--- config.mk ---
export PLATFORM = sky130hd
export DESIGN_NAME = uart_rx_ovs
export DESIGN_NICKNAME = d
export VERILOG_FILES = /design/src/rtl/uart_pkg.sv /design/src/rtl/uart_rx_fifo.sv /design/src/rtl/uart_rx_ovs.sv
export SDC_FILE = /design/constraint.sdc
export NUM_CORES = 1
export LEC_CHECK = 0
export ABC_AREA = 0
export BUFFER_PORTS_ARGS = -buffer_cell sky130_fd_sc_hd__buf_2
export CAP_MARGIN = 10
export CORE_MARGIN = 4
export CORE_UTILIZATION = 29
export CTS_CLUSTER_DIAMETER = 80
export DETAILED_ROUTE_END_ITERATION = 8
export HOLD_SLACK_MARGIN = 0.05
export PLACE_DENSITY_LB_ADDON = 0.1
export SYNTH_ARGS = -nofsm -noshare
export SYNTH_HDL_FRONTEND = slang
export SYNTH_SLANG_ARGS = --single-unit
--- constraint.sdc ---
create_clock -name i_clk_sys -period 4.1 [get_ports i_clk_sys]
set_input_delay 0.205 -clock i_clk_sys [delete_from_list [all_inputs] [get_ports i_clk_sys]]
set_output_delay 0.205 -clock i_clk_sys [all_outputs]
set_load 0.02 [all_outputs]
--- src/rtl/uart_pkg.sv ---
// Shared encodings and helpers for the oversampling UART receiver.
package uart_pkg;

  // Line parity selection as presented on i_parity_mode.
  typedef enum logic [1:0] {
    PAR_NONE     = 2'b00,
    PAR_EVEN     = 2'b01,
    PAR_ODD      = 2'b10,
    PAR_NONE_ALT = 2'b11
  } parity_mode_e;

  // Receiver frame-tracking states.
  typedef enum logic [2:0] {
    ST_IDLE     = 3'd0,
    ST_START    = 3'd1,
    ST_DATA     = 3'd2,
    ST_PARITY   = 3'd3,
    ST_STOP     = 3'd4,
    ST_BRK_WAIT = 3'd5
  } rx_state_e;

  // Supported oversample ratios.
  localparam int OVS_LO = 8;
  localparam int OVS_HI = 16;

  // Any unsupported ratio falls back to 16x.
  function automatic int ovs_sanitize(input int ovs);
    return (ovs == OVS_LO) ? OVS_LO : OVS_HI;
  endfunction

  // 2-of-3 majority vote.
  function automatic logic maj3(input logic a, input logic b, input logic c);
    return (a & b) | (a & c) | (b & c);
  endfunction

  function automatic logic parity_enabled(input parity_mode_e m);
    return (m == PAR_EVEN) || (m == PAR_ODD);
  endfunction

endpackage

--- src/rtl/uart_rx_fifo.sv ---
// First-word-fall-through receive FIFO; head word visible while non-empty.
module uart_rx_fifo #(
  parameter int WIDTH = 10,
  parameter int DEPTH = 16
) (
  input  logic                     i_clk_sys,
  input  logic                     i_rst_n,
  input  logic                     i_push,
  input  logic [WIDTH-1:0]         i_push_data,
  input  logic                     i_pop,
  output logic [WIDTH-1:0]         o_head,
  output logic                     o_valid,
  output logic                     o_full,
  output logic [$clog2(DEPTH):0]   o_level
);

  localparam int AW = $clog2(DEPTH);
  localparam logic [AW:0] LVL_FULL = (AW+1)'(DEPTH);

  logic [WIDTH-1:0] mem [DEPTH];
  logic [AW-1:0]    wr_ptr_reg;
  logic [AW-1:0]    rd_ptr_reg;
  logic [AW:0]      level_reg;
  logic             empty;
  logic             do_pop;
  logic             do_push;

  assign empty   = (level_reg == '0);
  assign o_full  = (level_reg == LVL_FULL);
  assign do_pop  = i_pop & ~empty;
  // A full FIFO still accepts a word when the head leaves in the same cycle.
  assign do_push = i_push & (~o_full | do_pop);

  // Storage array, no reset so it can map onto RAM.
  always_ff @(posedge i_clk_sys) begin
    if (do_push) mem[wr_ptr_reg] <= i_push_data;
  end

  // Pointer and occupancy bookkeeping.
  always_ff @(posedge i_clk_sys or negedge i_rst_n) begin
    if (!i_rst_n) begin
      wr_ptr_reg <= '0;
      rd_ptr_reg <= '0;
      level_reg  <= '0;
    end else begin
      if (do_push) wr_ptr_reg <= wr_ptr_reg + 1'b1;
      if (do_pop)  rd_ptr_reg <= rd_ptr_reg + 1'b1;
      case ({do_push, do_pop})
        2'b10:   level_reg <= level_reg + 1'b1;
        2'b01:   level_reg <= level_reg - 1'b1;
        default: level_reg <= level_reg;
      endcase
    end
  end

  // Head word is forced to zero while empty so reset and idle outputs are clean.
  assign o_head  = empty ? '0 : mem[rd_ptr_reg];
  assign o_valid = ~empty;
  assign o_level = level_reg;

endmodule

--- src/rtl/uart_rx_ovs.sv ---
// Oversampling UART receiver with majority voting, break detection and RX FIFO.
module uart_rx_ovs
  import uart_pkg::*;
#(
  parameter int DATA_WIDTH = 8,
  parameter int FIFO_DEPTH = 16,
  parameter int OVS        = 16,
  parameter int DIV_WIDTH  = 16
) (
  input  logic                          i_clk_sys,
  input  logic                          i_rst_n,
  input  logic                          i_uart_rx,
  input  logic [DIV_WIDTH-1:0]          i_baud_div,
  input  logic [1:0]                    i_parity_mode,
  input  logic                          i_two_stop,
  input  logic                          i_clr_err,
  input  logic                          i_rx_ready,
  output logic [DATA_WIDTH-1:0]         o_rx_data,
  output logic                          o_rx_perr,
  output logic                          o_rx_ferr,
  output logic                          o_rx_valid,
  output logic [$clog2(FIFO_DEPTH):0]   o_fifo_level,
  output logic                          o_overrun,
  output logic                          o_break
);

  localparam int OVS_EFF = ovs_sanitize(OVS);
  localparam int SW      = $clog2(OVS_EFF);
  localparam int BW      = $clog2(DATA_WIDTH);
  localparam int FW      = DATA_WIDTH + 2;
  localparam logic [SW-1:0] SMP_A    = SW'(OVS_EFF/2 - 1);
  localparam logic [SW-1:0] SMP_B    = SW'(OVS_EFF/2);
  localparam logic [SW-1:0] SMP_C    = SW'(OVS_EFF/2 + 1);
  localparam logic [SW-1:0] SMP_LAST = SW'(OVS_EFF - 1);
  localparam logic [BW-1:0] BIT_LAST = BW'(DATA_WIDTH - 1);

  rx_state_e            state_reg, state_next;
  logic                 rx_meta_reg, rx_sync_reg, rx_prev_reg;
  logic                 rx_fall;
  logic [DIV_WIDTH-1:0] div_cnt_reg, div_lat_reg;
  logic                 tick;
  logic [SW-1:0]        smp_cnt_reg;
  logic                 s0_reg, s1_reg;
  logic                 vote, vote_now, bit_end, frame_active;
  logic [BW-1:0]        bit_cnt_reg;
  logic [DATA_WIDTH-1:0] data_reg;
  logic                 all_zero_reg, perr_reg, ferr_reg, stop2_reg, two_stop_reg;
  parity_mode_e         par_mode_reg;
  logic                 start_det, push, brk_det;
  logic                 break_reg, overrun_reg;
  logic                 fifo_full, pop;
  logic [FW-1:0]        push_word, head_word;

  // Two-flop synchroniser plus one delayed copy for falling-edge detection.
  always_ff @(posedge i_clk_sys or negedge i_rst_n) begin
    if (!i_rst_n) begin
      rx_meta_reg <= 1'b1;
      rx_sync_reg <= 1'b1;
      rx_prev_reg <= 1'b1;
    end else begin
      rx_meta_reg <= i_uart_rx;
      rx_sync_reg <= rx_meta_reg;
      rx_prev_reg <= rx_sync_reg;
    end
  end

  assign rx_fall = rx_prev_reg & ~rx_sync_reg;

  // Oversample tick generator; divisor is captured only on reload or frame start.
  always_ff @(posedge i_clk_sys or negedge i_rst_n) begin
    if (!i_rst_n) begin
      div_cnt_reg <= '0;
      div_lat_reg <= '0;
    end else if (start_det || tick) begin
      div_cnt_reg <= '0;
      div_lat_reg <= i_baud_div;
    end else begin
      div_cnt_reg <= div_cnt_reg + 1'b1;
    end
  end

  assign tick         = (div_cnt_reg == div_lat_reg);
  assign frame_active = (state_reg != ST_IDLE) && (state_reg != ST_BRK_WAIT);
  assign vote_now     = tick && (smp_cnt_reg == SMP_C);
  assign bit_end      = tick && (smp_cnt_reg == SMP_LAST);
  assign vote         = maj3(s0_reg, s1_reg, rx_sync_reg);

  // Per-bit tick position and the first two majority samples.
  always_ff @(posedge i_clk_sys or negedge i_rst_n) begin
    if (!i_rst_n) begin
      smp_cnt_reg <= '0;
      s0_reg      <= 1'b1;
      s1_reg      <= 1'b1;
    end else begin
      if (start_det)                 smp_cnt_reg <= '0;
      else if (tick && frame_active) smp_cnt_reg <= smp_cnt_reg + 1'b1;
      if (tick && (smp_cnt_reg == SMP_A)) s0_reg <= rx_sync_reg;
      if (tick && (smp_cnt_reg == SMP_B)) s1_reg <= rx_sync_reg;
    end
  end

  // FSM state register.
  always_ff @(posedge i_clk_sys or negedge i_rst_n) begin
    if (!i_rst_n) state_reg <= ST_IDLE;
    else          state_reg <= state_next;
  end

  // FSM next-state and frame-level strobes.
  always_comb begin
    state_next = state_reg;
    start_det  = 1'b0;
    push       = 1'b0;
    brk_det    = 1'b0;
    case (state_reg)
      ST_IDLE: begin
        if (rx_fall) begin
          start_det  = 1'b1;
          state_next = ST_START;
        end
      end
      ST_START: begin
        if (vote_now && vote) state_next = ST_IDLE;
        else if (bit_end)     state_next = ST_DATA;
      end
      ST_DATA: begin
        if (bit_end && (bit_cnt_reg == BIT_LAST))
          state_next = parity_enabled(par_mode_reg) ? ST_PARITY : ST_STOP;
      end
      ST_PARITY: begin
        if (bit_end) state_next = ST_STOP;
      end
      ST_STOP: begin
        if (vote_now) begin
          if (!stop2_reg && all_zero_reg && !vote) begin
            brk_det    = 1'b1;
            state_next = ST_BRK_WAIT;
          end else if (!two_stop_reg || stop2_reg) begin
            push       = 1'b1;
            state_next = ST_IDLE;
          end
        end
      end
      ST_BRK_WAIT: begin
        if (rx_sync_reg) state_next = ST_IDLE;
      end
      default: state_next = ST_IDLE;
    endcase
  end

  // Frame datapath: data shift, parity/framing flags and break tracking.
  always_ff @(posedge i_clk_sys or negedge i_rst_n) begin
    if (!i_rst_n) begin
      bit_cnt_reg  <= '0;
      data_reg     <= '0;
      all_zero_reg <= 1'b1;
      perr_reg     <= 1'b0;
      ferr_reg     <= 1'b0;
      stop2_reg    <= 1'b0;
      two_stop_reg <= 1'b0;
      par_mode_reg <= PAR_NONE;
    end else if (start_det) begin
      bit_cnt_reg  <= '0;
      data_reg     <= '0;
      all_zero_reg <= 1'b1;
      perr_reg     <= 1'b0;
      ferr_reg     <= 1'b0;
      stop2_reg    <= 1'b0;
      two_stop_reg <= i_two_stop;
      par_mode_reg <= parity_mode_e'(i_parity_mode);
    end else begin
      if (state_reg == ST_DATA && vote_now) begin
        data_reg <= {vote, data_reg[DATA_WIDTH-1:1]};
        if (vote) all_zero_reg <= 1'b0;
      end
      if (state_reg == ST_DATA && bit_end) bit_cnt_reg <= bit_cnt_reg + 1'b1;
      if (state_reg == ST_PARITY && vote_now) begin
        perr_reg <= (par_mode_reg == PAR_EVEN) ? ^{data_reg, vote} : ~^{data_reg, vote};
        if (vote) all_zero_reg <= 1'b0;
      end
      if (state_reg == ST_STOP && vote_now && !vote) ferr_reg <= 1'b1;
      if (state_reg == ST_STOP && bit_end)           stop2_reg <= 1'b1;
    end
  end

  // The final stop vote is folded in directly since push happens on that cycle.
  assign push_word = {ferr_reg | ~vote, perr_reg, data_reg};
  assign pop       = o_rx_valid & i_rx_ready;

  // Break pulse and sticky overrun; a new overrun wins over a clear.
  always_ff @(posedge i_clk_sys or negedge i_rst_n) begin
    if (!i_rst_n) begin
      break_reg   <= 1'b0;
      overrun_reg <= 1'b0;
    end else begin
      break_reg <= brk_det;
      if (push && fifo_full && !pop) overrun_reg <= 1'b1;
      else if (i_clr_err)            overrun_reg <= 1'b0;
    end
  end

  uart_rx_fifo #(
    .WIDTH (FW),
    .DEPTH (FIFO_DEPTH)
  ) u_fifo (
    .i_clk_sys   (i_clk_sys),
    .i_rst_n     (i_rst_n),
    .i_push      (push),
    .i_push_data (push_word),
    .i_pop       (i_rx_ready),
    .o_head      (head_word),
    .o_valid     (o_rx_valid),
    .o_full      (fifo_full),
    .o_level     (o_fifo_level)
  );

  assign o_rx_data = head_word[DATA_WIDTH-1:0];
  assign o_rx_perr = head_word[DATA_WIDTH];
  assign o_rx_ferr = head_word[DATA_WIDTH+1];
  assign o_overrun = overrun_reg;
  assign o_break   = break_reg;

endmodule

# Yosys cells after proc, flatten, opt, wreduce, memory -nomap -nowiden
# Memories as Yosys holds them, arrays and structs flattened.
# Index checks and enable logic that the tools add are counted.
# classes
add_sub_neg	7
eq_ne	24
n_mux	45
bitwise_logic	14
n_reduce_logical	39
# op_table
operator	count
2-to-1 mux 3 bit	12
2-to-1 mux 1 bit	25
logical AND 1 bit	18
case mux 3 bit (6 select lines)	1
adder 16 x 1 -> 16 bit, second input constant	1
equality test 16 bit	1
2-to-1 mux 16 bit	1
2-to-1 mux 8 bit	2
nonzero test 2 bit	8
adder 4 x 1 -> 4 bit, second input constant	3
equality test 4 bit, second input constant	3
2-to-1 mux 10 bit	1
!= test 2 bit, second input constant	5
case mux 5 bit (2 select lines)	1
equality test 3 bit, second input constant	3
!= test 3 bit, second input constant	3
XNOR reduction 9 bit	1
XOR reduction 9 bit	1
2-to-1 mux 4 bit	2
AND reduction 7 bit	1
AND 1 bit	6
equality test 3 x 2 -> 1 bit, second input constant	2
adder 5 x 1 -> 5 bit, second input constant	1
equality test 5 bit, second input constant	1
other kinds (13)	26
# totals
ff_bits	77
ram_bits	160
inputBits	24
elab_cells	152
mem_count	1
# memory_table
name	words	word_bits	rd	rd_ports_with_merged_regs	write_ports	line_no	rtl
u_fifo.mem	16	10	1	0	1	uart_rx_fifo.sv:20	logic [WIDTH-1:0] mem [DEPTH];

# Longest topological paths before layout
# Gate-level depths: netlist of the first run.
# logic_depth
word_depth	11
mapped_depth	17
ltp_nobuf	15

# Hierarchy
# Synthesis of the first run repeated with hierarchy kept, for this count alone.
# hier_totals
hier_cells	649
hier_area_um2	10241.1
# by_module_without_submodules
module	n_inst	cells_per_inst	area_each_um2
uart_rx_fifo	1	351	7036.7
uart_rx_ovs	1	298	3204.3

# Worst setup path after synthesis of the first run
# No wires, ideal clock.
# synth_path
kind	flip-flop to flip-flop
from	reg rx_sync_reg
to	reg u_fifo.level_reg[4], in the netlist u_fifo.o_level[4]
setup_time_ns	0.132
arrival_time_ns	3.251
required_time_ns	3.968
slack_ns	0.717
path_stages_with_launch	16
period_less_slack_ns	3.383
path_cell_list	dfstp_2 -> maj3_1 -> nand2b_1 -> a21oi_1 -> nor4_4 -> inv_4 -> ha_1 -> clkbuf_1 -> xor2_1 -> ha_1 -> o21a_1 -> o22a_1 -> a21oi_1 -> xor2_1 -> nor2_1 -> xor2_1
# synth_between
elab_chain_cells	11
elab_cells_between_ends	14
classes_between	eq/ne (2); mux (4); bitwise (5); reduce/logical (3)
# synth_rtl
item	line_no	rtl
start, declared	uart_rx_ovs.sv:38	logic rx_meta_reg, rx_sync_reg, rx_prev_reg;
start signal, assigned	uart_rx_ovs.sv:62	rx_sync_reg <= rx_meta_reg;
AND 1 bit	uart_pkg.sv:33	return (a & b) | (a & c) | (b & c);
bitwise OR 1 bit	uart_pkg.sv:33	
bitwise OR 1 bit *	uart_pkg.sv:33	
zero test 1 bit *	uart_rx_ovs.sv:134	if (!stop2_reg && all_zero_reg && !vote) begin
logical AND 1 bit *	uart_rx_ovs.sv:134	
2-to-1 mux 1 bit *	uart_rx_ovs.sv:134	
2-to-1 mux 1 bit *	uart_rx_ovs.sv:133	if (vote_now) begin
2-to-1 mux 1 bit *	uart_rx_ovs.sv:114	case (state_reg)
AND 1 bit *	uart_rx_fifo.sv:32	assign do_push = i_push & (~o_full | do_pop);
equality test 2 x 1 -> 1 bit / equality test 2 bit (equally long branches)	uart_rx_fifo.sv:48	case ({do_push, do_pop})
case mux 5 bit (2 select lines) / nonzero test 2 bit (equally long branches)	--	
end signal, assigned	uart_rx_fifo.sv:49	2'b10: level_reg <= level_reg + 1'b1;
end signal, assigned	uart_rx_fifo.sv:50	2'b01: level_reg <= level_reg - 1'b1;
end signal, assigned	uart_rx_fifo.sv:51	default: level_reg <= level_reg;
end, declared	uart_rx_fifo.sv:23	logic [AW:0] level_reg;
# Mark *: on every way between the ends. The rest lies on a longest branch, timed or not.
# A chain may end at the register's enable or synchronous reset.

# Worst setup path after layout of the first run
# Ends and elaborated chain as after synthesis.

==> results of run 1 <==
-- worst reg2reg max path, stage by stage, from the launching register on --
cell	delay, ns
dfstp_2	0.57
maj3_1	0.33
nand2b_1	0.23
a21oi_1	0.14
nor4_4	0.42
inv_4	0.11
ha_1	0.32
xor2_1	0.18
ha_1	0.23
o21a_1	0.17
o22a_1	0.20
a21oi_1	0.18
xor2_1	0.15
nor2_1	0.06
xor2_1	0.14
-- stage by stage --
step / instance area [sq um] / power (uW) / setup WS (ns) / cells / hold slack [ns]
2_1_floorplan: 10160 / 4150 / 0.7172 / 623 / -0.09059
3_3_place_gp: 11010 / 4594 / 0.6664 / 1110 / 0.3115
3_5_place_dp: 11010 / 4607 / 0.5579 / 1110 / 0.3118
4_1_cts: 12110 / 7028 / 0.5412 / 1184 / 0.1570
5_1_grt: 12110 / 7259 / 0.3189 / 1184 / 0.1962
6_report: 12110 / 6888 / 0.5540 / 1184 / 0.1841
-- power groups by stage --
stage	logic (uW)	registers [uW]	clock network, uW
after floorplan	1230	2920	0
after global placement	1540	3050	0
after detailed placement	1550	3050	0
after CTS	1570	3010	2450
after global routing	1680	3040	2540
final	1530	3000	2360
-- Yosys cell counts, types with 2 or more instances --
library cell | instances | area (sq um)
o2bb2ai_1 | 2 | 17.52
mux2i_1 | 12 | 120.1
and3_1 | 4 | 25.02
inv_1 | 17 | 63.81
o211ai_1 | 2 | 15.01
o21ai_0 | 9 | 45.04
nor4_4 | 5 | 106.4
edfxtp_1 | 160 | 4805
nor4_1 | 6 | 37.54
ha_1 | 16 | 200.2
dfrtp_1 | 71 | 1777
nand3_1 | 8 | 40.04
a21oi_1 | 6 | 30.03
o21a_1 | 3 | 22.52
nor2b_1 | 13 | 81.33
buf_1 | 3 | 11.26
nor2_1 | 45 | 168.9
nand2_1 | 34 | 127.6
xor2_1 | 33 | 289.0
nand2b_1 | 3 | 18.77
xnor2_1 | 20 | 175.2
buf_2 | 6 | 30.03
nor3b_1 | 2 | 15.01
dfstp_2 | 6 | 157.7
nor3_1 | 8 | 40.04
and2_1 | 10 | 62.56
and4_1 | 2 | 17.52
a22o_1 | 2 | 17.52
o31ai_1 | 4 | 30.03
nand4_1 | 7 | 43.79
mux2_2 | 21 | 236.5
mux4_2 | 50 | 1126
clkbuf_1 | 17 | 63.81
-- metal layers --
metal / vias up / GRT usage (%) / wire [um] / part of all wire [%]
li1: 2511 / - / - / -
met1: 2834 / 15.65 / 9934 / 46
met2: 91 / 18.92 / 10600 / 49
met3: 29 / 1.915 / 863 / 4.0
met4: 0 / 2.896 / 413 / 1.9
met5: - / 0 / 0 / 0
-- cell families after synthesis --
logic type,Yosys count,synth area share (%)
and+or+nand+nor,154,8.432
adders and majority gates,17,2.068
muxes,83,14.59
DFF,237,66.30
xor gates and xnor gates,53,4.567
buffers and inverters,44,1.723
AOI/OAI and AO/OA,35,2.327
-- worst paths after layout --
check	slack, ns	endpoint
worst min-delay path	0.18	o_overrun
max in group asynchronous	2.97	u_fifo.rd_ptr_reg[0]
worst max register to register	0.55	u_fifo.o_level[4]
worst min register to register	0.36	rx_sync_reg
worst max-delay path	0.55	u_fifo.o_level[4]
min in group asynchronous	0.41	div_lat_reg[4]
-- placed cells by master (no fill, tap or decap), drive strengths merged, types with 20 or more instances in the layout --
| cell type | Yosys | routed |
|---|---|---|
| dfrtp | 71 | 71 |
| nand2 | 34 | 34 |
| nor2 | 45 | 45 |
| xor2 | 33 | 33 |
| dlygate4sd3 | 0 | 22 |
| xnor2 | 20 | 20 |
| mux4 | 50 | 50 |
| clkbuf | 17 | 41 |
| mux2 | 21 | 21 |
| edfxtp | 160 | 160 |
| buf | 9 | 58 |
-- cell type report --
class	count	share of cell area [%]
Sequential cell	237	55.64
Clock inverter	11	0.6817
Clock buffer	41	6.611
Timing Repair Buffer	80	4.690
Inverter	18	0.5785
Multi-Input combinational cell	342	27.09
Tap cell	455	4.700
-- repair_timing --
item	in CTS	in global routing
hold endpoints to repair	92	0
hold buffers	22	0
setup endpoints to repair	0	0
==> results.json, run 1 <==
{
  "io_pins": 42,
  "r2r-start": "rx_sync_reg",
  "critPathArrivalTime_ns": 3.95,
  "antenna_cells": 0,
  "htreeDepth": 1,
  "nFillCells": 3338,
  "vias": 5465,
  "multi_input_area_sq_mm": 0.003282,
  "vias_per_cell": 4.616,
  "largest_register_ffs": 160,
  "die_area_sq_mm": 0.03811,
  "ys_seq_area_share_pct": 66.30,
  "start_util_pct": 29.43,
  "cts_root_buf": "clkbuf_16",
  "wl_per_cell_um": 18.42,
  "min_path_cells": 5,
  "coreArea_sq_mm": 0.03454,
  "slew-limit-headroom_pct": 30.80,
  "ys_ff_latch": 237,
  "first_pass_iters": 6,
  "min_path_type": "in2reg",
  "syn_inst": 623,
  "fin_tns_setup_ns": 0,
  "path_common_cell": "xor2_1",
  "dpl.hpwl_mm": 14.01,
  "finalHoldViolations": 0,
  "cp.buffers_inverters": 1,
  "seqCellArea_sq_mm": 0.006740,
  "startpoint": "rx_sync_reg",
  "ant_nets": 0,
  "setup_viol": 0,
  "report.final.slew_viol_count": 0,
  "critical_path.cell_chain": "maj3_1 -> nand2b_1 -> a21oi_1 -> nor4_4 -> inv_4 -> ha_1 -> xor2_1 -> ha_1 -> o21a_1 -> o22a_1 -> a21oi_1 -> xor2_1 -> nor2_1 -> xor2_1",
  "clk_pin_slew_ns": 0.06,
  "p_int_uw": 4853,
  "worstRegToRegCells": 14,
  "cts_tree": "built",
  "wl_mm": 21.81,
  "p_switching_uw": 2035,
  "fin_crit_ns": 3.546,
  "grt_max_degree": 78,
  "slowest_stage": "dfstp_2",
  "synth_async_sr_flop_share_pct": 32.49,
  "ys.warnings.count": 0,
  "crit_type": "reg2reg",
  "syn_nets": 663,
  "total_leakage_power_uw": 0.004628,
  "hp-start": "i_rx_ready",
  "p_sw_share_pct": 29.55,
  "critical-path-top-delay-family": "adder cells",
  "insertion_delay_ns": 0.53,
  "crit_required_ns": 4.50,
  "pwr-share-clk_pct": 34.2,
  "gp_congestion": 0.8044,
  "fin_nets": 747,
  "ys.flop_type": "edfxtp_1",
  "final_layout_size_suffix_gt1_share_pct": 26.20,
  "p_comb_share_pct": 22.2,
  "power_density_mw_per_mm2": 568.7,
  "status": "complete, no violations",
  "post_cts_resized": 0,
  "fp-row-count": 68,
  "antenna_found_initial": 0,
  "portBuffers": 41,
  "fin_crit_sh_pct": 86.49,
  "die_h_um": 195.2,
  "vdd_drop_max_mv": 0.2941,
  "syn_area_per_cell_sq_um": 16.32,
  "clock.fmax_ghz": 0.2820,
  "cp_max_fo": 8,
  "post-route-util_pct": 35.07,
  "start_kind": "flip-flop",
  "cts_max_path_buffers": 3,
  "worstMarginPinSlew_ns": 1.035,
  "grt_usage_pct": 11.39,
  "cp_num_cells": 14,
  "drt_first_iter_violations": 287,
  "area_growth_pct": 19.17,
  "endpoint_kind": "flip-flop",
  "grt_setup_unrepaired": "false",
  "cts_buffers": 28,
  "max_stage_delay_ns": 0.57,
  "postCtsSetupBuffers": 0,
  "skew_ns": 0.01801,
  "pwr-share-seq_pct": 43.6,
  "cts_sinks": 237,
  "drc": 0,
  "grt_pass1_wl_mm": 34.27,
  "synth_edf_count": 160,
  "synth_area_sq_mm": 0.01016,
  "die_w_um": 195.2,
  "grt-ovfl-total": 0,
  "ys_types": 49,
  "grt_pass1_vias": 5828,
  "maxCapViolCount": 0
}
No activity file was read; power rests on OpenSTA's default activity.
==> run 2: changes to the inputs <==
Settings changed: MAX_ROUTING_LAYER set to met4, SETUP_SLACK_MARGIN set to 0.2.
==> results.json, run 2 (synthesis results as in run 1) <==
{
  "status": "complete, no violations",
  "p_sw_share_pct": 29.51,
  "total_leakage_power_uw": 0.004628,
  "drc": 0,
  "fp-row-count": 68,
  "post_cts_resized": 0,
  "clock.fmax_ghz": 0.2825,
  "grt_max_degree": 78,
  "start_util_pct": 29.43,
  "antenna_found_initial": 0,
  "wl_mm": 21.81,
  "vias_per_cell": 4.622,
  "antenna_cells": 0,
  "coreArea_sq_mm": 0.03454,
  "power_density_mw_per_mm2": 568.4,
  "grt_pass1_wl_mm": 34.32,
  "mostFrequentLayoutCells": "160 x edfxtp_1, 70 x dfrtp_1, 50 x mux4_2, 45 x nor2_1, 40 x buf_2",
  "io_pins": 42,
  "report.final.slew_viol_count": 0,
  "grt_setup_unrepaired": "false",
  "fin_tns_setup_ns": 0,
  "die_w_um": 195.2,
  "p_int_uw": 4853,
  "p_comb_share_pct": 22.3,
  "fin_crit_ns": 3.540,
  "endpoint_kind": "flip-flop",
  "cts_root_buf": "clkbuf_16",
  "start_kind": "flip-flop",
  "crit_type": "reg2reg",
  "nFillCells": 3338,
  "pwr-share-clk_pct": 34.2,
  "skew_ns": 0.01686,
  "dpl.hpwl_mm": 14.01,
  "slew-limit-headroom_pct": 30.86,
  "portBuffers": 41,
  "drt_first_iter_violations": 307,
  "grt-ovfl-total": 0,
  "clk_pin_slew_ns": 0.06,
  "worstMarginPinSlew_ns": 1.035,
  "first_pass_iters": 5,
  "cts_sinks": 237,
  "finalHoldViolations": 0,
  "vdd_drop_max_mv": 0.2938,
  "grt_pass1_vias": 5826,
  "fin_crit_sh_pct": 86.34,
  "grt_usage_pct": 11.74,
  "gp_congestion": 0.8161,
  "critPathArrivalTime_ns": 3.94,
  "cts_tree": "built",
  "htreeDepth": 1,
  "insertion_delay_ns": 0.53,
  "wl_per_cell_um": 18.42,
  "cts_max_path_buffers": 3,
  "crit_required_ns": 4.50,
  "die_area_sq_mm": 0.03811,
  "maxCapViolCount": 0,
  "die_h_um": 195.2,
  "final_layout_size_suffix_gt1_share_pct": 26.20,
  "layout_setup_ws_ns": 0.5602,
  "postCtsSetupBuffers": 0,
  "p_switching_uw": 2032,
  "setup_viol": 0,
  "area_growth_pct": 19.17,
  "cts_buffers": 28,
  "ant_nets": 0,
  "pwr-share-seq_pct": 43.6,
  "fin_nets": 747,
  "final_common_cell": "edfxtp_1",
  "cts_hold_buffers": 22,
  "cp_max_fo": 8,
  "vias": 5472,
  "largest_register_ffs": 160,
  "min_path_type": "in2reg",
  "place_ws_ns": 0.5579
}
[run 2: cell counts in the layout (fill, tap and decap cells not counted)]
No cell type changed its count.
[run 2: final cells by class]
class,instances,area (sq um),area share (%)
tap,455,569.3,4.700
clock inverter,11,82.58,0.6817
inverter,18,70.07,0.5785
clock buffer,41,800.8,6.611
timing repair buffer,80,568.0,4.690
sequential,237,6740,55.64
multi-input combinational,342,3282,27.09
[run 2: worst paths after layout]
| path | end | start | cells past startpoint | slack [ns] |
|---|---|---|---|---|
| setup / recovery | u_fifo.o_level[4] | rx_sync_reg | 14 | 0.56 |
| hold / removal | o_overrun | i_rx_ready | 5 | 0.18 |
| setup reg to reg | u_fifo.o_level[4] | rx_sync_reg | 14 | 0.56 |
| hold reg to reg | rx_sync_reg | rx_meta_reg | 0 | 0.36 |
| max in group asynchronous | u_fifo.rd_ptr_reg[0] | i_rst_n | 2 | 2.98 |
| min in group asynchronous | div_cnt_reg[4] | i_rst_n | 2 | 0.40 |
[run 2: critical path, stage by stage, from the launching register on]
cell and delay [ns]:
dfstp_2 0.57, maj3_1 0.33, nand2b_1 0.22, a21oi_1 0.14
nor4_4 0.42, inv_4 0.11, ha_1 0.31, xor2_1 0.18
ha_1 0.23, o21a_1 0.17, o22a_1 0.20, a21oi_1 0.18
xor2_1 0.15, nor2_1 0.06, xor2_1 0.14
[run 2: stage by stage]
stage | area [sq um] | hold WS, ns | util (%) | total power [uW] | std cells
floorplan | 10160 | -0.09059 | - | 4150 | 623
global placement | 11010 | 0.3115 | 31.87 | 4594 | 1110
detailed placement | 11010 | 0.3118 | 31.87 | 4607 | 1110
CTS | 12110 | 0.1570 | 35.07 | 7028 | 1184
global route | 12110 | 0.1973 | 35.07 | 7261 | 1184
finish | 12110 | 0.1834 | 35.07 | 6885 | 1184
[run 2: power groups by stage]
| stage | clock [uW] | combinational, uW | sequential [uW] |
|---|---|---|---|
| after floorplan | 0 | 1230 | 2920 |
| after global placement | 0 | 1540 | 3050 |
| after detailed placement | 0 | 1550 | 3050 |
| after CTS | 2450 | 1570 | 3010 |
| after global routing | 2540 | 1680 | 3040 |
| final | 2350 | 1530 | 3000 |
[run 2: layer usage]
layer | GRT usage [%] | share of wire [%] | vias up
li1 | - | - | 2512
met1 | 15.73 | 45 | 2832
met2 | 18.92 | 49 | 99
met3 | 1.863 | 4.0 | 29
met4 | 2.896 | 1.9 | 0
met5 | - | 0 | -
==> run 3: changes to the inputs <==
Settings changed: CORE_MARGIN 4 to unset, SKIP_CTS_REPAIR_TIMING set to 1.
==> results.json, run 3 (synthesis results as in run 1) <==
{
  "dpl.hpwl_mm": 14.00,
  "total_leakage_power_uw": 0.004603,
  "fin_crit_sh_pct": 85.21,
  "cts_root_buf": "clkbuf_16",
  "start_util_pct": 29.43,
  "cp.buffers_inverters": 1,
  "max_stage_delay_ns": 0.56,
  "clk_pin_slew_ns": 0.06,
  "slowest_stage": "dfstp_2",
  "vias": 5371,
  "start_kind": "flip-flop",
  "portBuffers": 41,
  "slew-limit-headroom_pct": 33.82,
  "power.total_uw": 6826,
  "skew_ns": 0.02229,
  "worstMarginPinSlew_ns": 0.9927,
  "min_path_type": "in2reg",
  "area_growth_pct": 18.89,
  "p_int_uw": 4779,
  "mostFrequentLayoutCells": "160 x edfxtp_1, 70 x dfrtp_1, 50 x mux4_2, 45 x nor2_1, 40 x buf_2",
  "p_switching_uw": 2047,
  "cts_sinks": 237,
  "clock.fmax_ghz": 0.2862,
  "hold_ws_ns": 0.1572,
  "path_common_cell": "xor2_1",
  "r2r-start": "rx_sync_reg",
  "cp_max_fo": 8,
  "cts_max_path_buffers": 3,
  "die_w_um": 189.2,
  "pwr-share-seq_pct": 44.3,
  "grt_pass1_vias": 5737,
  "final_common_cell": "edfxtp_1",
  "grt-ovfl-total": 0,
  "fp-row-count": 68,
  "cts_buffers": 27,
  "setup_viol": 0,
  "hp-start": "i_rx_ready",
  "endpoint_kind": "flip-flop",
  "insertion_delay_ns": 0.55,
  "coreArea_sq_mm": 0.03454,
  "crit_type": "reg2reg",
  "grt_setup_unrepaired": "false",
  "nFillCells": 3363,
  "fin_crit_ns": 3.494,
  "die_area_sq_mm": 0.03580,
  "vdd_drop_max_mv": 0.2841,
  "fin_nets": 746,
  "p_sw_share_pct": 29.99,
  "pwr-share-clk_pct": 33.6,
  "critPathArrivalTime_ns": 3.93,
  "wl_mm": 21.53,
  "crit_required_ns": 4.53,
  "final_layout_size_suffix_gt1_share_pct": 26.13,
  "grt_usage_pct": 12.82,
  "status": "complete, no violations",
  "maxCapViolCount": 0,
  "startpoint": "rx_sync_reg",
  "vias_per_cell": 4.544,
  "p_comb_share_pct": 22.1,
  "die_h_um": 189.2,
  "critical_path.cell_chain": "maj3_1 -> nand2b_1 -> a21oi_1 -> nor4_4 -> inv_4 -> ha_1 -> xor2_1 -> ha_1 -> o21a_1 -> o22a_1 -> a21oi_1 -> xor2_1 -> nor2_1 -> xor2_1",
  "ant_nets": 0,
  "grt_max_degree": 78,
  "htreeDepth": 1,
  "drc": 0,
  "report.final.slew_viol_count": 0,
  "antenna_found_initial": 0,
  "first_pass_iters": 5,
  "io_pins": 42,
  "grt_pass1_wl_mm": 33.98,
  "power_density_mw_per_mm2": 564.8,
  "finalHoldViolations": 0,
  "gp_congestion": 0.8211,
  "wl_per_cell_um": 18.21,
  "drt_first_iter_violations": 308,
  "largest_register_ffs": 160,
  "fin_tns_setup_ns": 0,
  "antenna_cells": 0,
  "cts_tree": "built",
  "critical-path-top-delay-family": "adder cells"
}
[run 3: final timing paths]
| path | slack (ns) | cells after the start | end |
|---|---|---|---|
| worst min-delay path | 0.16 | 3 | u_fifo.rd_ptr_reg[0] |
| worst min register to register | 0.36 | 0 | rx_sync_reg |
| min in group asynchronous | 0.39 | 2 | u_fifo.o_level[1] |
| max in group asynchronous | 3.04 | 2 | u_fifo.rd_ptr_reg[0] |
| worst max register to register | 0.61 | 14 | u_fifo.o_level[4] |
| worst max-delay path | 0.61 | 14 | u_fifo.o_level[4] |
[run 3: stage by stage]
step	cell area (sq um)	utilization (%)	instances	worst slack, ns
3_5_place_dp	11010	31.87	1110	0.5924
2_1_floorplan	10160	-	623	0.7172
5_1_grt	12090	34.99	1182	0.3808
4_1_cts	11870	34.35	1160	0.6187
3_3_place_gp	11010	31.87	1110	0.6586
6_report	12090	34.99	1182	0.6064
[run 3: tightest hold or removal path, cell delays in order]
cell and delay, ns:
buf_2 0.10, nor2b_1 0.20, xor2_1 0.15
[run 3: cell type report]
cell class              instances  area [sq um]  area share [%]
flip-flops and latches        237          6740           55.77
multi-input cells             342          3282           27.16
clock buffers                  37         743.2           6.150
well taps                     455         569.3           4.711
repair buffers                 80         568.0           4.700
clock inverters                13         112.6          0.9318
inverters                      18         70.07          0.5798
[run 3: metal layers]
metal / track usage (%) / vias to the layer above / wire length [um]
li1: - / 2505 / -
met1: 16.46 / 2747 / 9887
met2: 21.05 / 81 / 10530
met3: 1.946 / 38 / 577
met4: 3.567 / 0 / 536
met5: - / - / 0
[run 3: power by group through the flow]
stage | clock network (uW) | registers [uW] | logic [uW]
2_1_floorplan | 0 | 2920 | 1230
3_3_place_gp | 0 | 3070 | 1500
3_5_place_dp | 0 | 3080 | 1520
4_1_cts | 2390 | 3040 | 1530
5_1_grt | 2470 | 3070 | 1660
6_report | 2300 | 3020 | 1510
